## src/rtl/elm_pkg.sv

```systemverilog
// elm_pkg: shared constants and types for the ELM multiplier datapath.
// Sizes the product/accumulator path and encodes the accumulator FSM.
package elm_pkg;

    localparam int ELM_PW        = 32;
    localparam int ELM_ACC_W     = 40;
    localparam int ELM_MAX_TERMS = 256;
    localparam int ELM_CNT_W     = 9;

    typedef enum logic [1:0] {
        IDLE,
        ACCUM,
        HOLD
    } elm_acc_state_t;

    // Saturating add, shape for reuse:
    //   function automatic logic [ACC_W-1:0] sat_add(
    //       input logic [ACC_W-1:0] a, input logic [PW-1:0] b,
    //       output logic carry);
    //   sum = a + zero_ext(b); a carry out of ACC_W bits clamps to all ones.

endpackage

```

## src/rtl/elm_dot_accumulator_if.sv

```systemverilog
// elm_dot_accumulator_if: product stream in, dot-product result out.
// master drives products and consumes results; slave is the accumulator.
interface elm_dot_accumulator_if #(
    parameter int PW    = 32,
    parameter int ACC_W = 40,
    parameter int CNT_W = 9
);

    logic [PW-1:0]    p_in;
    logic             p_valid;
    logic             p_last;
    logic             p_ready;
    logic [ACC_W-1:0] acc_out;
    logic [CNT_W-1:0] acc_cnt;
    logic             acc_ovf;
    logic             acc_valid;
    logic             acc_ready;

    modport master (
        output p_in, p_valid, p_last, acc_ready,
        input  p_ready, acc_out, acc_cnt, acc_ovf, acc_valid
    );

    modport slave (
        input  p_in, p_valid, p_last, acc_ready,
        output p_ready, acc_out, acc_cnt, acc_ovf, acc_valid
    );

endinterface

```

## src/rtl/elm_sat_add.sv

```systemverilog
// elm_sat_add: unsigned a + zero-extended b, clamped to all ones
// when the sum does not fit in ACC_W bits.
module elm_sat_add #(
    parameter int PW    = 32,
    parameter int ACC_W = 40
) (
    input  logic [ACC_W-1:0] a,
    input  logic [PW-1:0]    b,
    output logic [ACC_W-1:0] sum,
    output logic             carry
);

    logic [ACC_W:0] raw;

    // Widen by one bit so the carry out of ACC_W bits is visible.
    always_comb begin
        raw   = {1'b0, a} + (ACC_W+1)'(b);
        carry = raw[ACC_W];
        sum   = carry ? '1 : raw[ACC_W-1:0];
    end

endmodule

```

## src/rtl/elm_dot_accumulator.sv

```systemverilog
// elm_dot_accumulator: sums a product stream into one saturating
// dot product per vector, closed by p_last or at MAX_TERMS terms.
module elm_dot_accumulator
    import elm_pkg::*;
#(
    parameter int PW        = ELM_PW,
    parameter int ACC_W     = ELM_ACC_W,
    parameter int MAX_TERMS = ELM_MAX_TERMS,
    parameter int CNT_W     = ELM_CNT_W
) (
    input logic                 clk,
    input logic                 rst_n,
    elm_dot_accumulator_if.slave bus
);

    elm_acc_state_t   state;
    logic [ACC_W-1:0] acc;
    logic [CNT_W-1:0] cnt;
    logic             ovf;
    logic [ACC_W-1:0] acc_out_q;
    logic [CNT_W-1:0] acc_cnt_q;
    logic             acc_ovf_q;
    logic             acc_valid_q;
    logic             bubble;

    logic             p_ready;
    logic             beat;
    logic [ACC_W-1:0] add_a;
    logic [ACC_W-1:0] sum;
    logic             carry;
    logic [CNT_W-1:0] cnt_nxt;
    logic             ovf_nxt;
    logic             close;

    // Ready is held off while a result is pending and for one bubble after.
    assign p_ready = rst_n && !acc_valid_q && !bubble;
    assign beat    = bus.p_valid && p_ready;

    // First term of a vector starts from zero rather than the stale acc.
    always_comb begin
        add_a   = (state == ACCUM) ? acc : '0;
        cnt_nxt = (state == ACCUM) ? cnt + CNT_W'(1) : CNT_W'(1);
        ovf_nxt = ((state == ACCUM) && ovf) || carry;
        close   = bus.p_last || (cnt_nxt == CNT_W'(MAX_TERMS));
    end

    elm_sat_add #(
        .PW    (PW),
        .ACC_W (ACC_W)
    ) u_sat_add (
        .a     (add_a),
        .b     (bus.p_in),
        .sum   (sum),
        .carry (carry)
    );

    // Vector FSM: accumulate beats, publish on close, release on handshake.
    always_ff @(posedge clk or negedge rst_n) begin
        if (!rst_n) begin
            state       <= IDLE;
            acc         <= '0;
            cnt         <= '0;
            ovf         <= 1'b0;
            acc_out_q   <= '0;
            acc_cnt_q   <= '0;
            acc_ovf_q   <= 1'b0;
            acc_valid_q <= 1'b0;
            bubble      <= 1'b0;
        end else begin
            bubble <= 1'b0;
            unique case (state)
                IDLE, ACCUM: begin
                    if (beat) begin
                        acc <= sum;
                        cnt <= cnt_nxt;
                        ovf <= ovf_nxt;
                        if (close) begin
                            acc_out_q   <= sum;
                            acc_cnt_q   <= cnt_nxt;
                            acc_ovf_q   <= ovf_nxt;
                            acc_valid_q <= 1'b1;
                            state       <= HOLD;
                        end else begin
                            state <= ACCUM;
                        end
                    end
                end
                HOLD: begin
                    if (bus.acc_ready) begin
                        acc_valid_q <= 1'b0;
                        acc         <= '0;
                        cnt         <= '0;
                        ovf         <= 1'b0;
                        bubble      <= 1'b1;
                        state       <= IDLE;
                    end
                end
                default: state <= IDLE;
            endcase
        end
    end

    assign bus.p_ready   = p_ready;
    assign bus.acc_out   = acc_out_q;
    assign bus.acc_cnt   = acc_cnt_q;
    assign bus.acc_ovf   = acc_ovf_q;
    assign bus.acc_valid = acc_valid_q;

endmodule
```

## src/flat_wrapper.sv

```systemverilog
// flat-port wrapper written by rule: the top's interface ports become plain ports
module elm_dot_accumulator_flat import elm_pkg::*;
#(
    parameter int PW        = ELM_PW,
    parameter int ACC_W     = ELM_ACC_W,
    parameter int MAX_TERMS = ELM_MAX_TERMS,
    parameter int CNT_W     = ELM_CNT_W
)
  (clk, rst_n, bus_p_in, bus_p_valid, bus_p_last, bus_acc_ready, bus_p_ready, bus_acc_out, bus_acc_cnt, bus_acc_ovf, bus_acc_valid);
  elm_dot_accumulator_if #(.PW(PW), .ACC_W(ACC_W), .CNT_W(CNT_W)) bus_i ();
  input logic clk;
  input logic rst_n;
  input wire logic [$bits(bus_i.p_in)-1:0] bus_p_in;
  input wire logic [$bits(bus_i.p_valid)-1:0] bus_p_valid;
  input wire logic [$bits(bus_i.p_last)-1:0] bus_p_last;
  input wire logic [$bits(bus_i.acc_ready)-1:0] bus_acc_ready;
  output wire logic [$bits(bus_i.p_ready)-1:0] bus_p_ready;
  output wire logic [$bits(bus_i.acc_out)-1:0] bus_acc_out;
  output wire logic [$bits(bus_i.acc_cnt)-1:0] bus_acc_cnt;
  output wire logic [$bits(bus_i.acc_ovf)-1:0] bus_acc_ovf;
  output wire logic [$bits(bus_i.acc_valid)-1:0] bus_acc_valid;
  assign bus_i.p_in = bus_p_in;
  assign bus_i.p_valid = bus_p_valid;
  assign bus_i.p_last = bus_p_last;
  assign bus_i.acc_ready = bus_acc_ready;
  assign bus_p_ready = bus_i.p_ready;
  assign bus_acc_out = bus_i.acc_out;
  assign bus_acc_cnt = bus_i.acc_cnt;
  assign bus_acc_ovf = bus_i.acc_ovf;
  assign bus_acc_valid = bus_i.acc_valid;
  elm_dot_accumulator #(.PW(PW), .ACC_W(ACC_W), .MAX_TERMS(MAX_TERMS), .CNT_W(CNT_W)) u_core (.clk(clk), .rst_n(rst_n), .bus(bus_i));
endmodule
```

## config.mk

```make
export PLATFORM = sky130hd
export DESIGN_NAME = elm_dot_accumulator_flat
export DESIGN_NICKNAME = d
export VERILOG_FILES = /design/src/rtl/elm_pkg.sv /design/src/rtl/elm_dot_accumulator_if.sv /design/src/rtl/elm_sat_add.sv /design/src/rtl/elm_dot_accumulator.sv /design/src/flat_wrapper.sv
export SDC_FILE = /design/constraint.sdc
export NUM_CORES = 1
export LEC_CHECK = 0
export ABC_AREA = 1
export CORE_UTILIZATION = 57
export DETAILED_ROUTE_END_ITERATION = 10
export PLACE_DENSITY = 0.81
export SKIP_CTS_REPAIR_TIMING = 1
export SYNTH_ARGS = -nofsm -noshare
export SYNTH_HDL_FRONTEND = slang
export SYNTH_SLANG_ARGS = --single-unit
```

## constraint.sdc

```tcl
create_clock -name clk -period 3.55 [get_ports clk]
set_input_delay 0.5325 -clock clk [delete_from_list [all_inputs] [get_ports clk]]
set_output_delay 0.5325 -clock clk [all_outputs]
set_load 0.02 [all_outputs]
```

==> impl_metrics.toml <==
[global_route]
grt_max_degree = 59
grt_pass1_wl_microns = 35300
grt_pass1_vias = 7165
track_usage_pct = 32.3
antenna_found_initial = 0
grt_overflow = 0

[floorplanning]
start_util_pct = 59.4
top_level_ports = 89
rows = 41
fp.dieW_microns = 117
core-area_sq_mm = 0.0128
dieArea_sq_mm = 0.0138
die_h_microns = 117

[clock_tree]
clkTransAtPathRegs_ns = 0.08
cts_max_level = 3
clock_latency_ns = 0.37
cts_made_buffers = 9
cts_tree = "built"
cts.sinks = 104
cts_buffer_depth = 2
clockRootBuffer = "clkbuf_16"

[sta]
rsz0062_at_grt = "false"
clock_skew_ns = 0.00894
slew_viol_final = 0
clock.fmax_mhz = 320
tightest_slew_ns = 1.17
final-setup-viol-count = 0
finalHoldViolCount = 0
fin_setup_tns_ns = 0
period_share_pct = 87.9
min_period_ns = 3.12
relSlewSlack_pct = 21.8

[synthesis]
ys_seq_area_share_pct = 34.3
syn_area_sq_mm = 0.00759
synth.distinct_cells = 38
synth_edf_count = 0
syn-num-nets = 1288
ys.warnings.count = 0
synth.avg_cell_area_sq_um = 6.23
async_flop_share_pct = 100
synthFlopType = "dfrtp_1"
synthCells = 1217
synth-seq-cells = 104

[setup_path]
path_cells = "inv_2 > nand2_2 > buf_4 > nor2_1 > ha_1 > fa_1 > nand2_1 > nand3_1 > nand3_1 > nand2_2 > nand2_1 > nand2_2 > nand3_2 > nand2_2 > nand2_2 > buf_4 > nand2_1 > nand2_1 > o21ai_0"
critPathMostFrequentCell = "nand2_2"
crit_required_ns = 3.79
cp-start-kind = "register"
end_kind = "register"
crit_path_max_fanout = 24
arrival_ns = 3.36
crit_slowest_cell = "dfrtp_1"
slowest_delay_ns = 0.47
criticalPathCategory = "reg -> reg"

[final_layout]
fin_util_pct = 69.5
multi_input_area_sq_mm = 0.00406
syn_to_final_growth_pct = 17.0
drive_gt1_share_pct = 4.22
fillCellCount = 1154
nNetsFinal = 1369
diodes = 0
seq_area_sq_mm = 0.00260

[placed_design]
gp_congestion = 0.967
dp_hpwl_microns = 16200
io_buffers = 88

[pwr]
p_per_area_mw_per_mm2 = 628
vdd_drop_max_mv = 0.468
p_leak_nw = 4.97

[drt]
via_per_inst = 5.09
routed.top_layer = "met4"
detail_route.wl_per_cell_microns = 14.3
postRouteAntennaNets = 0
routed_wl_microns = 21100
drt_first_iter_violations = 567
drc = 0
routed-wl-met2_microns = 9720
wl_met1_microns = 9870
dr.pass1.iters = 5
wl_met3_microns = 1100
vias = 7507

[outcome]
status = "complete, no violations"

[hold_path]
worstHoldPathType = "in -> async"

[run]
cap_violations = 0
per-layer routing:
metal,GRT usage [%],vias to the layer above
met1,44.2,3441
met4,10.5,0
met3,4.43,30
met2,52.6,211
met5,0,-
li1,-,3825
state kept, by name, summed over array words and instances (netlist names):
| name | cells |
|---|---|
| u_core.bus.acc_ovf | 1 |
| u_core.bus.acc_valid | 1 |
| u_core.bus.acc_out | 40 |
| u_core.cnt | 9 |
| u_core.acc | 40 |
| u_core.state | 2 |
| u_core.bus.acc_cnt | 9 |
| u_core.ovf | 1 |
| u_core.bubble | 1 |
cell type report:
class	count	area share, %
multi-input cells	885	45.7
flip-flops and latches	104	29.3
repair buffers	99	11.0
inverters	199	8.44
clock buffers	9	2.54
well taps	172	2.42
clock inverters	6	0.592
cell families (layout without fill, tap and decap cells):
kind of cell | after synthesis | count (layout) | synth area share (%)
flip-flops | 104 | 104 | 34.3
adder cells (fa/ha/maj) | 34 | 34 | 5.71
AND/OR/NAND/NOR | 760 | 760 | 40.7
AO/OA/AOI/OAI | 74 | 74 | 5.16
buffers and inverters | 228 | 313 | 12.2
XOR/XNOR | 17 | 17 | 1.96
layout by cell type (no fill, tap or decap), types with 2 or more instances in the layout:
cell type,netlist,routed
nand2_1,534,534
inv_1,195,195
nor2_1,117,117
dfrtp_1,104,104
clkdlybuf4s50_1,0,87
nand3_1,62,62
o21ai_0,34,34
ha_1,33,33
a21oi_1,23,23
xor2_1,16,16
buf_4,1,11
nor3_1,10,10
clkbuf_16,0,9
o21ai_1,8,8
nand3_2,8,8
nand2_2,7,7
nand4_1,6,6
o21bai_1,5,5
nor2_2,4,4
inv_2,3,3
and2_1,3,3
nor2_4,2,2
inv_8,0,2
per-stage QoR:
| step | total power [mW] | std cells | instance area, sq um | hold slack [ns] | setup WS, ns |
|---|---|---|---|---|---|
| floorplan | 3.60 | 1217 | 7590 | 0.237 | 0.601 |
| global placement | 4.51 | 1459 | 8600 | 0.460 | 0.593 |
| detailed placement | 4.58 | 1459 | 8600 | 0.464 | 0.498 |
| CTS | 5.58 | 1474 | 8880 | 0.346 | 0.457 |
| global route | 5.99 | 1474 | 8880 | 0.375 | 0.221 |
| finish | 5.58 | 1474 | 8880 | 0.319 | 0.429 |
critical path: cells and delay by family (launching register included):
kind	cells	cell delay (ns)
DFF	1	0.47
adders and majority gates	2	0.70
and+or+nand+nor	13	1.10
buffers and inverters	3	0.62
AOI/OAI and AO/OA	1	0.08
report_power, final:
| group | switching [mW] | internal (mW) | total, mW | leakage (nW) |
|---|---|---|---|---|
| Combinational | 1.75 | 1.03 | 2.78 | 3.48 |
| Clock | 0.500 | 0.485 | 0.985 | 0.136 |
| Sequential | 0.226 | 1.59 | 1.81 | 1.35 |
synth_stat cells, types with 6 or more instances:
cell | count | area (sq um)
xor2_1 | 16 | 140
o21ai_1 | 8 | 40.0
ha_1 | 33 | 413
nor3_1 | 10 | 50.1
dfrtp_1 | 104 | 2600
inv_1 | 195 | 732
buf_2 | 13 | 65.1
a21oi_1 | 23 | 115
nor2_1 | 117 | 439
nand3_1 | 62 | 310
nand2_1 | 534 | 2000
nand3_2 | 8 | 80.1
o21ai_0 | 34 | 170
nand2_2 | 7 | 43.8
buf_6 | 6 | 67.6
nand4_1 | 6 | 37.5
worst paths after layout:
check	from	endpoint	slack, ns	cells past startpoint
max	u_core.state[1]$_DFFE_PN0P_	u_core.acc[13]$_DFFE_PN0P_	0.43	19
min	rst_n	u_core.bus.acc_out[8]$_DFFE_PN0P_	0.32	2
max reg2reg	u_core.state[1]$_DFFE_PN0P_	u_core.acc[13]$_DFFE_PN0P_	0.43	19
min reg2reg	u_core.bus.acc_out[19]$_DFFE_PN0P_	u_core.bus.acc_out[19]$_DFFE_PN0P_	0.48	2
max in group asynchronous	rst_n	u_core.acc[10]$_DFFE_PN0P_	2.03	3
min in group clk	u_core.bus.acc_out[19]$_DFFE_PN0P_	u_core.bus.acc_out[19]$_DFFE_PN0P_	0.48	2
No activity file was read; power rests on OpenSTA's default activity.
